==> src/rtl/bj_pkg.sv <==
// rtl/bj_pkg.sv - encodings, counter states and branch-condition helper for the predict unit
package bj_pkg;

  localparam logic [1:0] BJ_NONE   = 2'b00;
  localparam logic [1:0] BJ_BRANCH = 2'b01;
  localparam logic [1:0] BJ_JAL    = 2'b10;
  localparam logic [1:0] BJ_JALR   = 2'b11;

  localparam logic [2:0] F3_BEQ  = 3'b000;
  localparam logic [2:0] F3_BNE  = 3'b001;
  localparam logic [2:0] F3_BLT  = 3'b100;
  localparam logic [2:0] F3_BGE  = 3'b101;
  localparam logic [2:0] F3_BLTU = 3'b110;
  localparam logic [2:0] F3_BGEU = 3'b111;

  typedef logic [1:0] cnt_t;

  localparam cnt_t CNT_SNT = 2'b00;
  localparam cnt_t CNT_WNT = 2'b01;
  localparam cnt_t CNT_WT  = 2'b10;
  localparam cnt_t CNT_ST  = 2'b11;

  // Only BEQ/BNE look at ZERO; unassigned func3 codes never take.
  function automatic logic bj_cond(input logic [2:0] func3, input logic zero,
                                   input logic sign_bit, input logic sltu_bit);
    logic c;
    c = 1'b0;
    case (func3)
      F3_BEQ:  c = zero;
      F3_BNE:  c = ~zero;
      F3_BLT:  c = sign_bit;
      F3_BGE:  c = ~sign_bit;
      F3_BLTU: c = sltu_bit;
      F3_BGEU: c = ~sltu_bit;
      default: c = 1'b0;
    endcase
    return c;
  endfunction

endpackage

==> src/rtl/bj_sat_counter.sv <==
// rtl/bj_sat_counter.sv - 2-bit saturating up/down counter next-state
module bj_sat_counter (
  input  logic [1:0] cur,
  input  logic       up,
  output logic [1:0] nxt
);
  import bj_pkg::*;

  always_comb begin
    nxt = cur;
    if (up) begin
      if (cur != CNT_ST) nxt = cur + 2'd1;
    end else if (cur != CNT_SNT) begin
      nxt = cur - 2'd1;
    end
  end

endmodule

==> src/rtl/bj_predict_unit.sv <==
// rtl/bj_predict_unit.sv - BTB lookup, branch/jump resolve and mispredict redirect
// Optional BR_CNT/MISS_CNT performance counters under `define BJ_PERF_CNT_EN.
module bj_predict_unit #(
  parameter int XLEN      = 32,
  parameter int BTB_DEPTH = 16
) (
  input  logic            CLK,
  input  logic            RESETN,
  input  logic [XLEN-1:0] IF_PC,
  output logic            PRED_TAKEN,
  output logic [XLEN-1:0] PRED_PC,
  input  logic            EX_VALID,
  input  logic [XLEN-1:0] EX_PC,
  input  logic [XLEN-1:0] EX_IMM,
  input  logic [XLEN-1:0] EX_RS1,
  input  logic [1:0]      BJ_CTRL,
  input  logic [2:0]      FUNC3,
  input  logic            ZERO,
  input  logic            SIGN_BIT,
  input  logic            SLTU_BIT,
  input  logic            EX_PRED_TAKEN,
  input  logic [XLEN-1:0] EX_PRED_PC,
  output logic [XLEN-1:0] B_PC,
  output logic            BRANCH_SEL,
  output logic            FLUSH,
  output logic [XLEN-1:0] REDIRECT_PC
`ifdef BJ_PERF_CNT_EN
  ,
  output logic [31:0]     BR_CNT,
  output logic [31:0]     MISS_CNT
`endif
);
  import bj_pkg::*;

  localparam int IW = $clog2(BTB_DEPTH);
  localparam int TW = XLEN - IW - 2;
  localparam logic [XLEN-1:0] PC_STEP = XLEN'(4);

  logic [BTB_DEPTH-1:0] ent_valid;
  logic [BTB_DEPTH-1:0] ent_jump;
  logic [TW-1:0]        ent_tag    [BTB_DEPTH];
  logic [XLEN-1:0]      ent_target [BTB_DEPTH];
  cnt_t                 ent_cnt    [BTB_DEPTH];

  logic [IW-1:0]   if_idx, ex_idx;
  logic [TW-1:0]   if_tag, ex_tag;
  logic            if_hit, ex_hit;
  logic            taken, mispredict;
  logic [XLEN-1:0] jalr_sum;
  logic            upd_branch, upd_jal, alloc;
  cnt_t            cnt_next;

  assign if_idx = IF_PC[IW+1:2];
  assign if_tag = IF_PC[XLEN-1:IW+2];
  assign ex_idx = EX_PC[IW+1:2];
  assign ex_tag = EX_PC[XLEN-1:IW+2];

  // Reads the table as it stood before this cycle's update edge.
  assign if_hit     = ent_valid[if_idx] && (ent_tag[if_idx] == if_tag);
  assign PRED_TAKEN = if_hit && (ent_jump[if_idx] || ent_cnt[if_idx][1]);
  assign PRED_PC    = if_hit ? ent_target[if_idx] : IF_PC + PC_STEP;

  assign jalr_sum = EX_RS1 + EX_IMM;

  always_comb begin
    taken = 1'b0;
    B_PC  = EX_PC + EX_IMM;
    case (BJ_CTRL)
      BJ_NONE:   taken = 1'b0;
      BJ_BRANCH: taken = bj_cond(FUNC3, ZERO, SIGN_BIT, SLTU_BIT);
      BJ_JAL:    taken = 1'b1;
      BJ_JALR: begin
        taken = 1'b1;
        B_PC  = {jalr_sum[XLEN-1:1], 1'b0};
      end
    endcase
  end

  assign BRANCH_SEL = EX_VALID && taken;
  assign mispredict = EX_VALID &&
                      ((BRANCH_SEL != EX_PRED_TAKEN) ||
                       (BRANCH_SEL && EX_PRED_TAKEN && (B_PC != EX_PRED_PC)));

  always_ff @(posedge CLK or negedge RESETN) begin
    if (!RESETN) begin
      FLUSH       <= 1'b0;
      REDIRECT_PC <= '0;
    end else begin
      FLUSH <= mispredict;
      if (mispredict) REDIRECT_PC <= BRANCH_SEL ? B_PC : EX_PC + PC_STEP;
    end
  end

  // JALR targets are register-dependent, so they never enter the table.
  assign ex_hit     = ent_valid[ex_idx] && (ent_tag[ex_idx] == ex_tag);
  assign upd_branch = EX_VALID && (BJ_CTRL == BJ_BRANCH);
  assign upd_jal    = EX_VALID && (BJ_CTRL == BJ_JAL);
  assign alloc      = upd_jal || (upd_branch && !ex_hit && taken);

  bj_sat_counter u_sat_counter (
    .cur (ent_cnt[ex_idx]),
    .up  (taken),
    .nxt (cnt_next)
  );

  always_ff @(posedge CLK or negedge RESETN) begin
    if (!RESETN) begin
      ent_valid <= '0;
      for (int i = 0; i < BTB_DEPTH; i++) ent_cnt[i] <= CNT_WNT;
    end else if (alloc) begin
      ent_valid[ex_idx] <= 1'b1;
      ent_cnt[ex_idx]   <= upd_jal ? CNT_ST : CNT_WT;
    end else if (upd_branch && ex_hit) begin
      ent_cnt[ex_idx] <= cnt_next;
    end
  end

  always_ff @(posedge CLK) begin
    if (alloc) begin
      ent_tag[ex_idx]    <= ex_tag;
      ent_target[ex_idx] <= B_PC;
      ent_jump[ex_idx]   <= upd_jal;
    end else if (upd_branch && ex_hit && taken) begin
      ent_target[ex_idx] <= B_PC;
    end
  end

`ifdef BJ_PERF_CNT_EN
  always_ff @(posedge CLK or negedge RESETN) begin
    if (!RESETN) begin
      BR_CNT   <= '0;
      MISS_CNT <= '0;
    end else begin
      if (EX_VALID && (BJ_CTRL != BJ_NONE) && (BR_CNT != 32'hFFFF_FFFF)) BR_CNT <= BR_CNT + 32'd1;
      if (mispredict && (MISS_CNT != 32'hFFFF_FFFF)) MISS_CNT <= MISS_CNT + 32'd1;
    end
  end
`endif

endmodule

==> config.mk <==
export PLATFORM = sky130hd
export DESIGN_NAME = bj_predict_unit
export DESIGN_NICKNAME = d
export VERILOG_FILES = /design/src/rtl/bj_pkg.sv /design/src/rtl/bj_sat_counter.sv /design/src/rtl/bj_predict_unit.sv
export SDC_FILE = /design/constraint.sdc
export NUM_CORES = 2
export LEC_CHECK = 0
export CAP_MARGIN = 20
export CORE_MARGIN = 4
export CORE_UTILIZATION = 50
export CTS_CLUSTER_SIZE = 28
export DETAILED_ROUTE_END_ITERATION = 12
export GPL_TIMING_DRIVEN = 0
export HOLD_SLACK_MARGIN = 0.1
export PLACE_DENSITY = 0.65
export SYNTH_ARGS = -nofsm -noshare
export SYNTH_HDL_FRONTEND = slang
export SYNTH_HIERARCHICAL = 1
export SYNTH_SLANG_ARGS = --single-unit
==> constraint.sdc <==
create_clock -name CLK -period 7.6 [get_ports CLK]
set_clock_uncertainty 0.05 [all_clocks]
set_input_delay 1.14 -clock CLK [delete_from_list [all_inputs] [get_ports CLK]]
set_output_delay 1.14 -clock CLK [all_outputs]
set_load 0.1 [all_outputs]
==> results.ini <==
[drt]
vias = 31600
wl_per_cell_um = 33.7
dr.pass1.iters = 6
vias_per_cell = 6.67
drc = 0
antenna_left = 0
routed_wl_mm = 160
drt_iter0_markers = 4000

[place]
pre_cts_slack_ps = -1710
dp_hpwl_mm = 114
dpl_cell_area_sq_um = 55400
gp_congestion = 0.963
dp.cells = 4544
io_buffers = 264

[sta]
whs_ps = 279
finalSetupViolations = 0
max_slew.worst_pin.slew_ps = 1240
timing.fmax_mhz = 133
postLayoutSetupSlackWorst_ps = 60.2
slew_violations = 0
finalCritPeriodShare = 0.992
tns_ps = 0
hold_viol_final = 0
min_period_ps = 7540
relSlewSlack = 0.169

[power]
power.total_mw = 14.6
power_leakage_nw = 19.4
pwr_density_cell_nw_per_um2 = 248
vdd_drop_max_mv = 0.183

[global_routing]
grt_use_total = 0.306
grt_overflow = 0
grt_pass1_wl_mm = 227
grtUsageMet3 = 0.0580
antenna_found_initial = 8
met1_usage = 0.444
grt_busiest_layer = met2
use_met2 = 0.485
grt_pass1_vias = 31600
grt_max_degree = 72

[synth]
synth_edf_count = 944
synth_top_cell_area_share = 0.570
avgSynthCellArea_sq_um = 17.0
postSynthNetCount = 3172
ys_ff_latch = 1025
syn_area_sq_um = 49700
synthArstFlopShare = 0.0790
ys_warn_count = 6
yosysMostFrequentCell = edfxtp_1
synth.distinct_cells = 95
yosysSeqAreaShare = 0.612
synth_top_area_cell = edfxtp_1
yosys-top-cells-count = edfxtp_1, mux4_2, nor2_1, nand2_1, a21oi_1
synth_area_leaders = edfxtp_1, mux4_2, dfrtp_1, xnor2_1, ha_1
synthCells = 2931
ys.flop_type = edfxtp_1

[outcome]
status = finished clean

[worst_setup_path]
slowest_delay_ps = 1230
crit_path_frequent_cell = clkbuf_1
r2r_cells = 12
reg2reg_from = ent_tag[15][9]
crit_chain = clkdlybuf4s50_1, nand2_1, clkbuf_1, clkbuf_1, clkbuf_2, clkbuf_1, nor2_1, a21oi_2, clkdlybuf4s50_1
setup.reg_to_reg.worst_slack_ps = 2740
worstSetupEndpointType = output pin
required_ps = 6410
endpoint = B_PC[27]
timing.rr.end = ent_target[11][15]
cp_slowest_cell = clkdlybuf4s50_1
worstSetupStartpoint = BJ_CTRL[1]
critPathKind = input port to output pin
worstPathMaxFanout = 10
start_kind = input port
cp.arrival_ps = 6350

[die]
num_rows = 115
die_h_um = 323
core_area_sq_um = 98600
io_pins = 271
die_x_um = 323
initial_utilization = 0.504
die_area_sq_um = 105000

[cts]
clk_latency_ps = 690
clock_path_buffers = 3
clock_sinks = 1025
cts_root_buf = clkbuf_16
cts_tree = yes
htree_levels = 3
clk_pin_slew_worst_paths_ps = 60
cts-hold-fix-buffers = 0
cts_buffers = 103

[cells_and_area]
multiInputGateArea_sq_um = 18800
fin_area_sq_um = 58900
fin_cells = 4748
final_layout_size_suffix_gt1_frac = 0.272
num-fill-cells = 7145
fin_nets = 3616
post-route-util = 0.597
regArea_sq_um = 30400
syn_to_final_growth_pct = 18.5

[hold_path]
hp-class = input port to asynchronous set/reset pin

[run]
drv_cap = 0

how the worst min path moves through the flow:
stage / slack, ps / endpoint / from
6_report: 280 / REDIRECT_PC[0] / RESETN
4_1_cts: 250 / REDIRECT_PC[12] / RESETN
2_1_floorplan: 400 / ent_valid[13] / ent_valid[13]
3_3_place_gp: 410 / ent_valid[5] / ent_valid[5]
5_1_grt: 260 / REDIRECT_PC[12] / RESETN
3_5_place_dp: 430 / ent_valid[1] / ent_valid[1]
area by class of cell:
cell class | count | area share
multi-input cells | 1708 | 0.319
inverters | 33 | 0.00210
plain buffers | 164 | 0.0126
clock buffers | 132 | 0.0474
flip-flops and latches | 1025 | 0.516
well taps | 1287 | 0.0274
diodes | 2 | 0.0000850
repair buffers | 340 | 0.0654
clock inverters | 57 | 0.00961
kinds of logic (layout without fill, tap and decap cells):
kind of cell / count (synthesis) / in the layout / synth area share
flops: 1025 / 1025 / 0.612
simple gates: 581 / 581 / 0.0564
mux: 532 / 532 / 0.221
compound gates: 344 / 344 / 0.0445
buf+inv: 198 / 726 / 0.0161
xor+xnor: 180 / 180 / 0.0320
fa+ha+maj: 71 / 71 / 0.0181
other cells: 0 / 2 / 0
critical path: cells and delay by family:
| family | cells | cell delay, ps |
|---|---|---|
| buffers and inverters | 6 | 4200 |
| AO/OA/AOI/OAI | 1 | 380 |
| AND/OR/NAND/NOR | 2 | 600 |
registers in the layout, indices dropped and copies added (netlist names):
signal       flops
ent_valid       16
ent_tag        416
ent_jump        16
REDIRECT_PC     32
ent_target     512
ent_cnt         32
FLUSH            1
cell usage in the layout (no fill, tap or decap), types with 54 or more instances in the layout:
| cell | instances |
|---|---|
| nand4_1 | 54 |
| mux4_2 | 441 |
| o21ai_0 | 65 |
| a21oi_1 | 122 |
| clkdlybuf4s50_1 | 208 |
| nor2_1 | 134 |
| edfxtp_1 | 944 |
| xnor2_1 | 104 |
| clkbuf_1 | 98 |
| nand2_1 | 147 |
| clkbuf_16 | 104 |
| dfrtp_1 | 65 |
| ha_1 | 67 |
| xor2_1 | 74 |
per-layer routing:
| metal | up-vias | share of wire |
|---|---|---|
| met1 | 16700 | 0.40 |
| met2 | 1795 | 0.47 |
| met4 | 6 | 0.026 |
| met3 | 256 | 0.097 |
| met5 | - | 0.00029 |
| li1 | 12900 | - |
power breakdown:
| part | internal (mW) | switching [mW] | total [mW] |
|---|---|---|---|
| Sequential | 6.49 | 0.104 | 6.59 |
| Clock | 2.90 | 2.16 | 5.06 |
| Combinational | 0.934 | 2.02 | 2.95 |
what timing repair did:
item,in CTS,in global routing
cloned,0,0
resized for setup,146,88
pin swaps,1,0
endpoints found under the hold margin,0,0
endpoints found under the setup margin,54,51
setup buffers,1,0
Power figures use the tool's default switching activity.
